<file path="config.mk">
export PLATFORM = sky130hd
export DESIGN_NAME = nibble_lut_multiplier
export DESIGN_NICKNAME = d
export VERILOG_FILES = /design/src/rtl/nibble_lut_multiplier.sv
export SDC_FILE = /design/constraint.sdc
export NUM_CORES = 1
export LEC_CHECK = 0
export CAP_MARGIN = 15
export CORE_MARGIN = 5
export CORE_UTILIZATION = 55
export DETAILED_ROUTE_END_ITERATION = 7
export PLACE_DENSITY = 0.74
export SETUP_SLACK_MARGIN = 0.2
export SKIP_CTS_REPAIR_TIMING = 1
export SYNTH_ARGS = -nofsm -noshare
export SYNTH_HDL_FRONTEND = slang
export SYNTH_SLANG_ARGS = --single-unit
</file>
<file path="constraint.sdc">
create_clock -name clk -period 7.5 [get_ports clk]
set_input_delay 1.5 -clock clk [delete_from_list [all_inputs] [get_ports clk]]
set_output_delay 1.5 -clock clk [all_outputs]
set_load 0.02 [all_outputs]
</file>
<file path="src/rtl/nibble_lut_multiplier.sv">
// Sequential unsigned WIDTH x WIDTH multiplier that accumulates one 4x4 nibble product per clock.
// Define MUL_ZERO_SKIP_EN to bypass the compute phase when either operand is zero.
module nibble_lut_multiplier #(
    parameter int WIDTH = 8
) (
    input  logic                 clk,
    input  logic                 rst_n,
    input  logic                 in_valid,
    output logic                 in_ready,
    input  logic [WIDTH-1:0]     a,
    input  logic [WIDTH-1:0]     b,
    output logic                 out_valid,
    input  logic                 out_ready,
    output logic [2*WIDTH-1:0]   product,
    output logic                 busy
);

    localparam int N  = WIDTH / 4;
    localparam int TW = 2 * WIDTH;
    localparam int CW = (N > 1) ? $clog2(N) : 1;
    localparam logic [CW-1:0] LAST = CW'(N - 1);

    localparam logic [1:0] IDLE = 2'd0;
    localparam logic [1:0] CALC = 2'd1;
    localparam logic [1:0] DONE = 2'd2;

    if (WIDTH < 4 || (WIDTH % 4) != 0) begin : g_bad_width
        $error("nibble_lut_multiplier: WIDTH must be a multiple of 4 and at least 4");
    end

    function automatic logic [7:0] lut(input logic [3:0] x, input logic [3:0] y);
        lut = {4'b0000, x} * {4'b0000, y};
    endfunction

    logic [1:0]        state;
    logic [WIDTH-1:0]  a_reg;
    logic [WIDTH-1:0]  b_reg;
    logic [TW-1:0]     acc;
    logic [CW-1:0]     i_cnt;
    logic [CW-1:0]     j_cnt;

    logic [3:0]        nib_a;
    logic [3:0]        nib_b;
    logic [7:0]        lut_out;
    logic [CW+2:0]     shift_amt;
    logic [TW-1:0]     term;
    logic [TW-1:0]     acc_next;

    // Current nibble pair, its table product and its weight 2^(4*(i+j)).
    always_comb begin
        nib_a     = a_reg[{i_cnt, 2'b00} +: 4];
        nib_b     = b_reg[{j_cnt, 2'b00} +: 4];
        lut_out   = lut(nib_a, nib_b);
        shift_amt = {1'b0, i_cnt, 2'b00} + {1'b0, j_cnt, 2'b00};
        term      = TW'(lut_out) << shift_amt;
        acc_next  = acc + term;
    end

    always_ff @(posedge clk) begin
        if (!rst_n) begin
            state   <= IDLE;
            a_reg   <= '0;
            b_reg   <= '0;
            acc     <= '0;
            i_cnt   <= '0;
            j_cnt   <= '0;
            product <= '0;
        end else begin
            case (state)
                IDLE: begin
                    if (in_valid) begin
                        a_reg <= a;
                        b_reg <= b;
                        acc   <= '0;
                        i_cnt <= '0;
                        j_cnt <= '0;
`ifdef MUL_ZERO_SKIP_EN
                        if (a == '0 || b == '0) begin
                            product <= '0;
                            state   <= DONE;
                        end else begin
                            state <= CALC;
                        end
`else
                        state <= CALC;
`endif
                    end
                end
                CALC: begin
                    acc <= acc_next;
                    if (i_cnt == LAST && j_cnt == LAST) begin
                        product <= acc_next;
                        state   <= DONE;
                    end else if (j_cnt == LAST) begin
                        j_cnt <= '0;
                        i_cnt <= i_cnt + 1'b1;
                    end else begin
                        j_cnt <= j_cnt + 1'b1;
                    end
                end
                DONE: begin
                    if (out_ready) begin
                        state <= IDLE;
                    end
                end
                default: state <= IDLE;
            endcase
        end
    end

    assign in_ready  = (state == IDLE);
    assign out_valid = (state == DONE);
    assign busy      = (state != IDLE);

endmodule

</file>
# Word-level counts from Yosys, hierarchy flattened
# Cells that the tools add are included.
# W data, S select, Z words.
[totals] word_cells=45 input_bits=20 reg_bits=52 output_inout_bits=19
[op_classes] muxes=13 eq_ne=7 n_addsub=4 mul=1 n_shift=3 n_reduce_logical=10
[ops] cell="$pmux W16 S2" count=1
[ops] cell="$add A16 B16 Y16" count=1
[ops] cell="$mux W16" count=1
[ops] cell="$shiftx A8 B4 Y4" count=2
[ops] cell="$shl A8 B4 Y16" count=1
[ops] cell="$mul A4 B4 Y8" count=1
[ops] cell="$ne A2 B2 Y1 const B" count=4
[ops] cell="$mux W2" count=3
[ops] cell="$pmux W2 S3" count=1
[ops] cell="$reduce_and A2 Y1" count=3
[ops] cell="$reduce_and A3 Y1" count=2
[ops] cell="$mux W1" count=5
[ops] cell="$add A3 B3 Y4" count=1
[ops] cell="$pmux W1 S2" count=2
[ops] cell="$reduce_and A4 Y1" count=1
[ops] cell="$reduce_bool A2 Y1" count=2
[ops] cell="$add A1 B1 Y1 const B" count=2
[ops] cell="$eq A2 B1 Y1 const B" count=1
[ops] cell="$eq A2 B2 Y1 const B" count=1
[ops] cell="$logic_not A2 Y1" count=1
[ops] cell="$ne A2 B1 Y1 const B" count=1
[ops] cell="$logic_and A1 B1 Y1" count=1

# Longest topological paths before layout
[logic_depth] depth_word=5 ltp_mapped=22 depth_no_buf=21

# Worst setup path after synthesis
# OpenSTA, ideal clock, no wires.
[synth_timing] path_kind="reg2reg" from="register i_cnt" to="register acc[14]" setup_ps=118 path_stages_with_launch=23 period_less_slack_ps=4887 required_ps=7382 setup_slack_ps=2613 arrival_time_ps=4769 n_path_buf=2 path_cell_list="dfxtp_1 -> buf_2 -> mux2i_1 -> or2_2 -> fa_1 -> inv_1 -> fa_1 -> ha_1 -> a21o_1 -> a221o_1 -> nor2_1 -> xor2_1 -> mux2_2 -> nor2_1 -> ha_1 -> buf_2 -> a21o_1 -> a21oi_1 -> o21ai_1 -> a22o_1 -> a311oi_1 -> xor2_1 -> o21ai_1"
[synth_between] elab_chain_cells=5 word_cells_on_any_way=6 classes_between="add/sub: 2; mul: 1; shift: 2; mux: 1"
[synth_rtl] item="start, declared" line="39" text="logic [CW-1:0] i_cnt;"
[synth_rtl] item="start signal, assigned" line="96" text="i_cnt <= i_cnt + 1'b1;"
[synth_rtl] item="$shiftx A8 B4 Y4" line="51" text="nib_a = a_reg[{i_cnt, 2'b00} +: 4];"
[synth_rtl] item="$mul A4 B4 Y8" line="32" text="lut = {4'b0000, x} * {4'b0000, y};"
[synth_rtl] item="$shl A8 B4 Y16 (*)" line="55" text="term = TW'(lut_out) << shift_amt;"
[synth_rtl] item="$add A16 B16 Y16 (*)" line="56" text="acc_next = acc + term;"
[synth_rtl] item="$pmux W16 S2 (*)" line="69" text="case (state)"
[synth_rtl] item="end signal, assigned" line="90" text="acc <= acc_next;"
[synth_rtl] item="end, declared" line="38" text="logic [TW-1:0] acc;"
# Mark *: on every way between the ends. The rest lies on a longest branch, timed or not.
# A chain may end at the register's enable or synchronous reset.

# Worst setup path in the final report
[layout_timing] from="register j_cnt" to="register acc[14]"
[layout_between] elab_chain_cells=5 word_cells_on_any_way=6 classes_between="add/sub: 2; mul: 1; shift: 2; mux: 1"
[layout_rtl] item="start, declared" line="40" text="logic [CW-1:0] j_cnt;"
[layout_rtl] item="start signal, assigned" line="98" text="j_cnt <= j_cnt + 1'b1;"
[layout_rtl] item="$shiftx A8 B4 Y4" line="52" text="nib_b = b_reg[{j_cnt, 2'b00} +: 4];"
[layout_rtl] item="$mul A4 B4 Y8" line="32"
[layout_rtl] item="$shl A8 B4 Y16 (*)" line="55"
[layout_rtl] item="$add A16 B16 Y16 (*)" line="56"
[layout_rtl] item="$pmux W16 S2 (*)" line="69"
# Marked as above.

==> summary.txt <==
Worst setup path
  • Startpoint type of the worst setup path: flip-flop
  • Critical-path top delay cell: dfxtp_1
  • Kind of end point of the critical path: flip-flop
  • Worst Path Max Fanout: 8
  • CP arrival: 5590 ps
  • Critical path buffer and inverter count: 1
  • Critical path required time: 7710 ps
  • Family with the most delay on the worst path: adder cells
  • Worst path cell trace: mux2i_1 -> or2_2 -> fa_1 -> inv_1 -> fa_1 -> ha_1 -> and3_1 -> a221o_1 -> nor2_1 -> xor2_1 -> mux2_2 -> nor2_1 -> ha_1 -> a21o_1 -> a21oi_1 -> o21ai_1 -> a22o_1 -> a311oi_1 -> xor2_1 -> o21ai_1
  • FF-to-FF Start: j_cnt
  • Slowest Stage Delay on Critical Path: 550 ps
  • Crit Path Class: reg -> reg
  • Beginning of the critical path: j_cnt

Timing
  • Slew at the pin closest to its max-slew limit: 961 ps
  • Worst slack on hold paths: 461 ps
  • Final min period: 5380 ps
  • Post-route clock skew: 4.85 ps
  • Fin crit share: 0.717
  • Pins over their slew limit: 0
  • Max-slew headroom: 0.360
  • Endpoints failing hold: 0
  • Unrepaired setup endpoints after global routing: false
  • Final Setup Violations: 0
  • Summed negative setup slack over all endpoints: 0 ps
  • Maximum operating frequency: 0.186 GHz

Layout
  • Number of antenna cells inserted: 0
  • Area growth from synthesis to layout: 15.7%
  • Reg area: 1040 µm²
  • Net total in the final layout: 505
  • Multi-input combinational cell area: 2210 µm²
  • Finished Layout Cells: 528
  • Most frequent standard cell in the layout excluding fill and tap cells: nand2_1
  • Top Registers: acc x16, product x16
  • Number of fill cells: 536
  • Final Core Density: 0.661
  • Fraction of layout cells with a size suffix above 1: 0.0618
  • Most frequent cells in the layout: nand2_1 (70), dfxtp_1 (52), a21oi_1 (43)

Clock network
  • Clock transition time at the flip-flop clock pins of the worst setup and hold paths: 100 ps
  • CTS H-tree depth: 2
  • Buffer depth of the longest clock path: 2
  • Master cell of the clock root buffer: clkbuf_8
  • Clock tree sinks: 52
  • Inserted Clock Buffers: 5
  • Skew-Pair Late Insertion Delay: 320 ps
  • Clock tree from TritonCTS: built

Floorplan
  • Die outline width: 88.7 µm
  • Effective utilization at floorplan: 0.571
  • Die outline area: 7860 µm²
  • Placeable core region: 5960 µm²
  • DIE HEIGHT: 88.7 µm
  • Std-Cell Rows: 28
  • Top-level I/O count: 39

Place
  • Final RePlAce weighted congestion: 0.965
  • Number of port buffers: 38
  • # placed instances: 519
  • Final HPWL DP: 6.17 mm

Drt
  • First drt pass iteration count: 4
  • DRC violation total after the first TritonRoute iteration: 161
  • Via density per instance: 5.87
  • Detailed-route DRC error count: 0
  • Post-DRT Antenna Nets: 0
  • Via Count: 3,097
  • Average wire per cell in the routed design: 15.8 µm
  • Detailed-route wire length: 8.32 mm

Pwr
  • Switching fraction of total power: 0.273
  • Worst voltage drop across the vdd grid: 0.109 mV
  • Power share of the clock group: 0.367
  • Overall power of the completed layout: 0.000572 W
  • Reg power frac: 0.504
  • Psw: 0.000157 W
  • Static Leak: 1.58 nW
  • P_int: 0.000416 W
  • Proportion of power drawn by combinational gates: 0.129
  • Power density cells: 145 nW/µm²

GRT
  • Global-route wire length before repair: 14.0 mm
  • Total gr overflow: 0
  • Largest net degree at the start of global routing: 47
  • Total GRT Usage: 0.225
  • Initial antenna violation count: 0
  • Vias in the first global route: 2,921

Synth
  • Dominant combinational cell family by area after synthesis: simple AND/OR/NAND/NOR gates
  • Cells after Synth: 429
  • Fraction of the mapped netlist area in adder cells: 0.132
  • Multiplexer area fraction after synthesis: 0.0360
  • Total nets after synthesis: 482
  • Yosys cell types: 54
  • Sequential cell area fraction in the yosys report: 0.306
  • Synth Area in XOR/XNOR: 0.0426
  • Flop and latch count out of synthesis: 52
  • Share of synthesized cell area in and, or, nand and nor gates: 0.243
  • Yosys warning total: 0
  • Dominant register cell in the synthesized netlist: dfxtp_1
  • Synthesized cell area: 3400 µm²
  • Complex-gate fraction of the synthesized area: 0.197
  • Per-instance average area after synthesis: 7.93 µm²
  • Share of flip-flops with an asynchronous set or reset: 0
  • EDFF count, synth: 0

Hold path
  • Path type of the worst min-delay path: reg -> reg
  • Hold wc startpoint: b_reg[3]

Run status
  • Run status: completed

Flow run
  • Max-Cap Viols: 0
==> through the flow <==
stage	instance area (µm²)	worst slack [ps]
final	3940	2120
after global routing	3940	1870
after CTS	3910	2190
after detailed placement	3790	2210
after global placement	3790	2320
after floorplan	3400	2610
==> area by class of cell <==
cell class	count	share of cell area
Tap cell	75	0.0238
Timing Repair Buffer	41	0.107
Inverter	12	0.0114
Multi-Input combinational cell	340	0.563
Sequential cell	52	0.264
Clock inverter	3	0.0127
Clock buffer	5	0.0175
==> Yosys cell counts, drive strengths merged, types with 2 or more instances <==
cell type | number | share of area
o21ai | 16 | 0.024
a31oi | 5 | 0.014
buf | 8 | 0.011
nand4 | 6 | 0.011
nand2b | 5 | 0.0092
o21a | 4 | 0.0088
o211ai | 3 | 0.0081
mux2i | 10 | 0.029
o22ai | 2 | 0.0037
fa | 5 | 0.029
and3 | 3 | 0.0055
nand2 | 70 | 0.077
or4 | 2 | 0.0044
nand4b | 2 | 0.0051
nor3 | 6 | 0.0088
ha | 28 | 0.10
or2 | 6 | 0.011
o21bai | 3 | 0.0066
inv | 12 | 0.013
nor2 | 39 | 0.044
xor2 | 6 | 0.015
xnor2 | 8 | 0.021
and2 | 4 | 0.0074
mux2 | 2 | 0.0066
nand3 | 21 | 0.032
nor2b | 9 | 0.017
a21oi | 43 | 0.063
a22o | 3 | 0.0077
dfxtp | 52 | 0.31
a21o | 8 | 0.018
a211oi | 8 | 0.021
clkbuf | 17 | 0.019
==> tightest hold or removal path: cells and delay by family (launching register included) <==
family          cells  cell delay [ps]
flops               1              320
simple gates        1               50
compound gates      1               50
==> worst paths after layout <==
| path | cells past startpoint | slack (ps) | endpoint |
|---|---|---|---|
| min reg2reg | 2 | 460 | b_reg[3] |
| max reg2reg | 20 | 2120 | acc[14] |
| min | 2 | 460 | b_reg[3] |
| max | 20 | 2120 | acc[14] |
==> metal layers <==
metal  vias to the layer above  wire length, µm  GRT usage
li1                       1550                -          -
met1                      1451             4110      0.343
met2                        85             3610      0.330
met3                        11              504     0.0345
met4                         0               89     0.0549
met5                         -                0          0
==> cell families (layout without fill, tap and decap cells) <==
group                      Yosys count  after routing
xor gates and xnor gates            15             15
adders and majority gates           33             33
muxes                               12             12
and+or+nand+nor                    177            177
AOI/OAI and AO/OA                  103            103
buffers and inverters               37             61
DFF                                 52             52
==> power groups by stage <==
stage	Clock [W]	Combinational, W	Sequential, W
2_1_floorplan	0	0.0000487	0.000292
3_3_place_gp	0	0.0000694	0.000295
3_5_place_dp	0	0.0000713	0.000295
4_1_cts	0.000213	0.0000716	0.000288
5_1_grt	0.000226	0.0000821	0.000289
6_report	0.000210	0.0000741	0.000288
(Power assumes the default switching activity.)
